[config.mk]
export PLATFORM = sky130hd
export DESIGN_NAME = motor_step_sequencer
export DESIGN_NICKNAME = d
export VERILOG_FILES = /design/src/rtl/motor_step_sequencer.sv
export SDC_FILE = /design/constraint.sdc
export NUM_CORES = 1
export LEC_CHECK = 0
export BUFFER_PORTS_ARGS = -buffer_cell sky130_fd_sc_hd__buf_2
export CAP_MARGIN = 20
export CORE_MARGIN = 8
export CORE_UTILIZATION = 55
export CTS_CLUSTER_SIZE = 12
export DETAILED_ROUTE_END_ITERATION = 7
export GPL_TIMING_DRIVEN = 1
export PLACE_DENSITY = 0.74
export SKIP_LAST_GASP = 1
export SYNTH_ARGS = -nofsm -noshare
export SYNTH_HDL_FRONTEND = slang
export SYNTH_SLANG_ARGS = --single-unit
[constraint.sdc]
create_clock -name clkI -period 9.02 [get_ports clkI]
set_clock_uncertainty 0.1 [all_clocks]
set_input_delay 1.353 -clock clkI [delete_from_list [all_inputs] [get_ports clkI]]
set_output_delay 1.353 -clock clkI [all_outputs]
set_load 0.005 [all_outputs]
[src/rtl/motor_step_sequencer.sv]
// Six-step trapezoidal commutation: align, open-loop ramp, run; dead-time on every gate pattern change.
// Registered outputs, one-cycle latency from inputs; fault clears gates immediately with no dead window.
module motor_step_sequencer #(
  parameter int START_DIV   = 20,
  parameter int RUN_DIV     = 4,
  parameter int ALIGN_TICKS = 50,
  parameter int DEAD_CYC    = 8,
  parameter int DIV_W       = 8
) (
  input  logic       clkI,
  input  logic       nRstI,
  input  logic       startI,
  input  logic       stopI,
  input  logic       dirI,
  input  logic       faultI,
  input  logic       tickI,
  output logic       workingO,
  output logic [2:0] phaseHiO,
  output logic [2:0] phaseLoO,
  output logic [2:0] stepO,
  output logic [2:0] stateO
);

  localparam logic [2:0] S_IDLE  = 3'd0;
  localparam logic [2:0] S_ALIGN = 3'd1;
  localparam logic [2:0] S_RAMP  = 3'd2;
  localparam logic [2:0] S_RUN   = 3'd3;
  localparam logic [2:0] S_STOP  = 3'd4;
  localparam logic [2:0] S_FAULT = 3'd5;

  localparam int DW = $clog2(DEAD_CYC + 1);
  localparam logic [DW-1:0]    DEAD_LD  = DW'(DEAD_CYC);
  localparam logic [DW-1:0]    DEAD_ONE = DW'(1);
  localparam logic [DIV_W-1:0] DIV_ONE  = DIV_W'(1);
  localparam logic [DIV_W-1:0] DIV_START = DIV_W'(START_DIV);
  localparam logic [DIV_W-1:0] DIV_RUN   = DIV_W'(RUN_DIV);
  localparam logic [DIV_W-1:0] DIV_ALIGN = DIV_W'(ALIGN_TICKS);

  logic [DIV_W-1:0] tick_cnt;
  logic [DIV_W-1:0] cur_div;
  logic [DW-1:0]    dead_cnt;
  logic             dir_lat;

  logic [DIV_W-1:0] tick_lim;
  logic [DIV_W-1:0] lim_m1;
  logic [DIV_W-1:0] div_dec;
  logic [2:0]       step_nxt;
  logic             active;
  logic             adv;

  // Step -> {hi, lo}; each entry drives exactly one high and one different low leg.
  function automatic logic [5:0] gate_pat(input logic [2:0] s);
    case (s)
      3'd0:    gate_pat = {3'b001, 3'b010};
      3'd1:    gate_pat = {3'b001, 3'b100};
      3'd2:    gate_pat = {3'b010, 3'b100};
      3'd3:    gate_pat = {3'b010, 3'b001};
      3'd4:    gate_pat = {3'b100, 3'b001};
      3'd5:    gate_pat = {3'b100, 3'b010};
      default: gate_pat = 6'b000000;
    endcase
  endfunction

  assign active   = (stateO == S_ALIGN) || (stateO == S_RAMP) || (stateO == S_RUN);
  assign tick_lim = (stateO == S_ALIGN) ? DIV_ALIGN : cur_div;
  assign lim_m1   = tick_lim - DIV_ONE;
  assign div_dec  = cur_div - DIV_ONE;
  assign adv      = active && tickI && (tick_cnt == lim_m1);

  always_comb begin
    step_nxt = stepO;
    if (dir_lat) step_nxt = (stepO == 3'd5) ? 3'd0 : stepO + 3'd1;
    else         step_nxt = (stepO == 3'd0) ? 3'd5 : stepO - 3'd1;
  end

  always_ff @(posedge clkI or negedge nRstI) begin
    if (!nRstI) begin
      stateO   <= S_IDLE;
      stepO    <= 3'd0;
      phaseHiO <= 3'b000;
      phaseLoO <= 3'b000;
      workingO <= 1'b0;
      tick_cnt <= '0;
      cur_div  <= DIV_START;
      dead_cnt <= '0;
      dir_lat  <= 1'b0;
    end else if (faultI) begin
      stateO   <= S_FAULT;
      phaseHiO <= 3'b000;
      phaseLoO <= 3'b000;
      workingO <= 1'b0;
      dead_cnt <= '0;
    end else begin
      case (stateO)
        S_IDLE: begin
          if (startI && !stopI) begin
            stateO   <= S_ALIGN;
            dir_lat  <= dirI;
            stepO    <= 3'd0;
            cur_div  <= DIV_START;
            tick_cnt <= '0;
            phaseHiO <= 3'b000;
            phaseLoO <= 3'b000;
            dead_cnt <= DEAD_LD;
            workingO <= 1'b1;
          end
        end
        S_FAULT: begin
          if (stopI) stateO <= S_IDLE;
        end
        S_STOP: begin
          if (dead_cnt <= DEAD_ONE) begin
            stateO   <= S_IDLE;
            dead_cnt <= '0;
          end else begin
            dead_cnt <= dead_cnt - DEAD_ONE;
          end
        end
        S_ALIGN, S_RAMP, S_RUN: begin
          if (stopI) begin
            stateO   <= S_STOP;
            phaseHiO <= 3'b000;
            phaseLoO <= 3'b000;
            workingO <= 1'b0;
            dead_cnt <= DEAD_LD;
          end else if (adv) begin
            // A fresh advance restarts the dead window even if one is still running.
            tick_cnt <= '0;
            stepO    <= step_nxt;
            phaseHiO <= 3'b000;
            phaseLoO <= 3'b000;
            dead_cnt <= DEAD_LD;
            if (stateO == S_ALIGN) begin
              stateO <= S_RAMP;
            end else if (stateO == S_RAMP) begin
              if (cur_div == DIV_RUN) begin
                stateO <= S_RUN;
              end else begin
                cur_div <= div_dec;
                if (div_dec == DIV_RUN) stateO <= S_RUN;
              end
            end
          end else begin
            if (tickI) tick_cnt <= tick_cnt + DIV_ONE;
            if (dead_cnt == DEAD_ONE) begin
              {phaseHiO, phaseLoO} <= gate_pat(stepO);
              dead_cnt <= '0;
            end else if (dead_cnt != '0) begin
              dead_cnt <= dead_cnt - DEAD_ONE;
            end
          end
        end
        default: begin
          stateO   <= S_IDLE;
          phaseHiO <= 3'b000;
          phaseLoO <= 3'b000;
          workingO <= 1'b0;
          dead_cnt <= '0;
        end
      endcase
    end
  end

endmodule

==> key figures <==
Placed design
  – Placed cell areas: 2590 um2
  – Place WS: approximately 5100 ps
  – Gpl congestion: ~0.9
  – HPWL after detailed placement: ~4300 um
  – Placed insts: between 300 and 400
  – Number of buffers inserted by port buffering: 19

Logic synthesis
  – Sequential fraction of the synthesis area: 0.340
  – Syn Nets: approximately 300
  – Syn Std Cell Area: 2510 um2
  – Syn avg cell area: approximately 8.6 um2
  – Cells after Synth: approximately 290
  – Unique masters post-synth: 66
  – EDFF count, synth: 0
  – Synth Register Bits: 34
  – Synth warnings: 0
  – Post-synth top flop: dfrtp_1
  – Async SR Flop Fraction: 1.00

Routing
  – # DRC: 0
  – Antenna viol nets, final: 0
  – Avg WL per Cell: ~17 um
  – Vias: 2,169
  – DR pass1 iterations: 4
  – Vias per cell: roughly 6.1
  – Post-Route WL: approximately 6000 um
  – Starting DRC count in detailed routing: roughly 190

Clocking
  – Setup bufs post-CTS: 0
  – Clock Path Buffers: 2
  – Cts hold-fix bufs: 0
  – Post-CTS Resized: 0
  – H-tree depth: 2
  – CTS tree: done
  – Total CTS buffers: 5
  – Worst-path clk slew: 70 ps
  – Clock Latency Late Sink: about 280 ps
  – Clock Sinks: 34
  – Root buf cell: clkbuf_8

STA
  – Final hold vios: 0
  – Relative slew margins: 0.331
  – Final Max Tran Viols: 0
  – Final Setup Violations: 0
  – Final worst slack: a little over 5000 ps
  – Setup TNS: 0 ps
  – Crit path time final: around 4000 ps
  – Worst-Margin Slew: 978 ps
  – Period Utilization, post-route: 0.441
  – Fmax: 251 MHz
  – RSZ-0062 raised after global routing: false

Cells and area
  – # diodes: 0
  – NumNets Final: between 300 and 400
  – Most common cell after layout, fill and taps aside: dfrtp_1
  – Layout area overhead: 7.84%
  – Finished Cell Area: between 2000 and 3000 um2
  – Final Non-Filler Cells: approximately 350
  – Ratio of cells with drive above 1 in the final layout: 0.162
  – Most frequent cells in the layout: dfrtp_1, nand2_1, nor2_1, o21ai_0, buf_2
  – Core Util, Final: 0.616

Global route
  – First-pass GRT wire length: 10,100 um
  – Largest net degree at the start of global routing: 35
  – GRT Util Overall: 0.171
  – Initial antenna violation count: 0
  – GR Overflow Total: 0
  – Vias in the first global route: approximately 2,100

Min path
  – Hold path startpoint: phaseHiO[1]
  – Cells on Worst Hold Path: 1
  – Worst hold path class: reg -> reg
  – Hold EP: phaseHiO[1]

Power
  – Pwr dens: 278 nW/um2
  – Pleak: roughly 1.2 nW
  – Peak VDD IR: ~0.00014 V

Worst setup path
  – R2r endpoint: cur_div[6]
  – Crit path DAT: 4080 ps
  – R2r startpoint: stateO[2]
  – Setup crit start kind: register
  – Required @ worst endpoint: about 9000 ps
  – Worst-path fanout max: 22
  – CP Class: reg -> reg
  – Worst R2R Path Depth: 11
  – Crit end category: register
  – Reg2reg setup slack: between 5000 and 6000 ps

Floorplanning
  – # IOs: 20
  – Rows: 24
  – Die W: 83.5 um
  – Die H: between 80 and 90 um
  – Initial Util: 0.572
  – Core area: roughly 4400 um2
  – Die ar.: roughly 7000 um2

Job
  – Max_cap viols: 0

Run status
  – Status: completed
## routing by layer
metal,wire [um],part of all wire,GRT usage,up-vias
met5,0,0,0,-
met4,40,0.0067,0.0549,0
met3,338,0.056,0.0439,4
met2,2690,0.45,0.254,62
met1,2920,0.49,0.234,1021
li1,-,-,-,1082
## cell families after synthesis
group	share of synthesized area
AND/OR/NAND/NOR	0.281
AO/OA/AOI/OAI	0.226
flip-flops	0.340
buffers and inverters	0.0489
XOR/XNOR	0.0549
adder cells (fa/ha/maj)	0.0399
multiplexers	0.00849
## area by class of cell
| type | count | area [um2] |
|---|---|---|
| clock buffer | 8 | 110 |
| fill | 370 | 1680 |
| inverter | 13 | 48.8 |
| multi-input combinational | 228 | 1530 |
| sequential | 34 | 853 |
| tap | 52 | 65.1 |
| timing repair buffer | 19 | 95.1 |
## power breakdown
part	switching (mW)	total [mW]	internal, mW
logic	0.220	0.369	0.148
registers	0.0671	0.250	0.183
clock network	0.0550	0.132	0.0771
total	0.342	0.751	0.409
## through the flow
stage	total power [mW]	hold WS [ps]
after floorplan	0.540	374
after detailed placement	0.614	391
final	0.751	398
after global placement	0.605	372
after CTS	0.748	406
after global routing	0.811	428
## cells in the mapped netlist, drive strengths merged, types with 2 or more instances
| cell | count | area (um2) |
|---|---|---|
| nor4 | 4 | 40.0 |
| nand4 | 5 | 37.5 |
| o22ai | 2 | 12.5 |
| a211oi | 4 | 30.0 |
| o211ai | 2 | 15.0 |
| o31ai | 6 | 50.1 |
| a21o | 2 | 15.0 |
| xnor2 | 6 | 67.6 |
| a22o | 7 | 61.3 |
| a21oi | 15 | 78.8 |
| nor3 | 11 | 60.1 |
| nor2 | 27 | 101 |
| o21ai | 24 | 120 |
| xor2 | 8 | 70.1 |
| inv | 13 | 48.8 |
| or3 | 7 | 48.8 |
| clkbuf | 12 | 45.0 |
| and4b | 2 | 20.0 |
| nand2b | 7 | 51.3 |
| dfrtp | 32 | 801 |
| nor3b | 3 | 27.5 |
| or3b | 4 | 35.0 |
| ha | 8 | 100 |
| nand4b | 2 | 17.5 |
| buf | 4 | 28.8 |
| or4 | 2 | 15.0 |
| nand4bb | 3 | 33.8 |
| o31a | 2 | 17.5 |
| a32o | 2 | 21.3 |
| dfstp | 2 | 52.6 |
| a31oi | 4 | 25.0 |
| nand2 | 30 | 120 |
| nand3 | 11 | 55.1 |
## sequential cells by signal, indices dropped and copies added, names as in the netlist
name,flops
workingO,1
stepO,3
phaseHiO,3
phaseLoO,3
dead_cnt,4
dir_lat,1
cur_div,8
tick_cnt,8
stateO,3
## how the worst max path moves through the flow
stage	from	end	slack, ps	cells past startpoint
global placement	stateO[2]	cur_div[6]	5250	11
global route	stateO[2]	cur_div[6]	4840	11
finish	stateO[2]	cur_div[6]	5040	11
detailed placement	stateO[2]	cur_div[6]	5100	11
CTS	stateO[2]	cur_div[6]	5080	11
floorplan	stateO[2]	cur_div[6]	5520	12
## critical path, cell delays in order (launching register included)
cell      delay (ps)
dfrtp_1          600
or3b_1           510
nand2_1          130
ha_1             260
or3b_2           460
o211ai_1         130
a21oi_1          110
o31ai_2          350
nand4_2          350
nand2b_4         260
or4_1            480
o21ai_1          140
(Power assumes the default switching activity.)
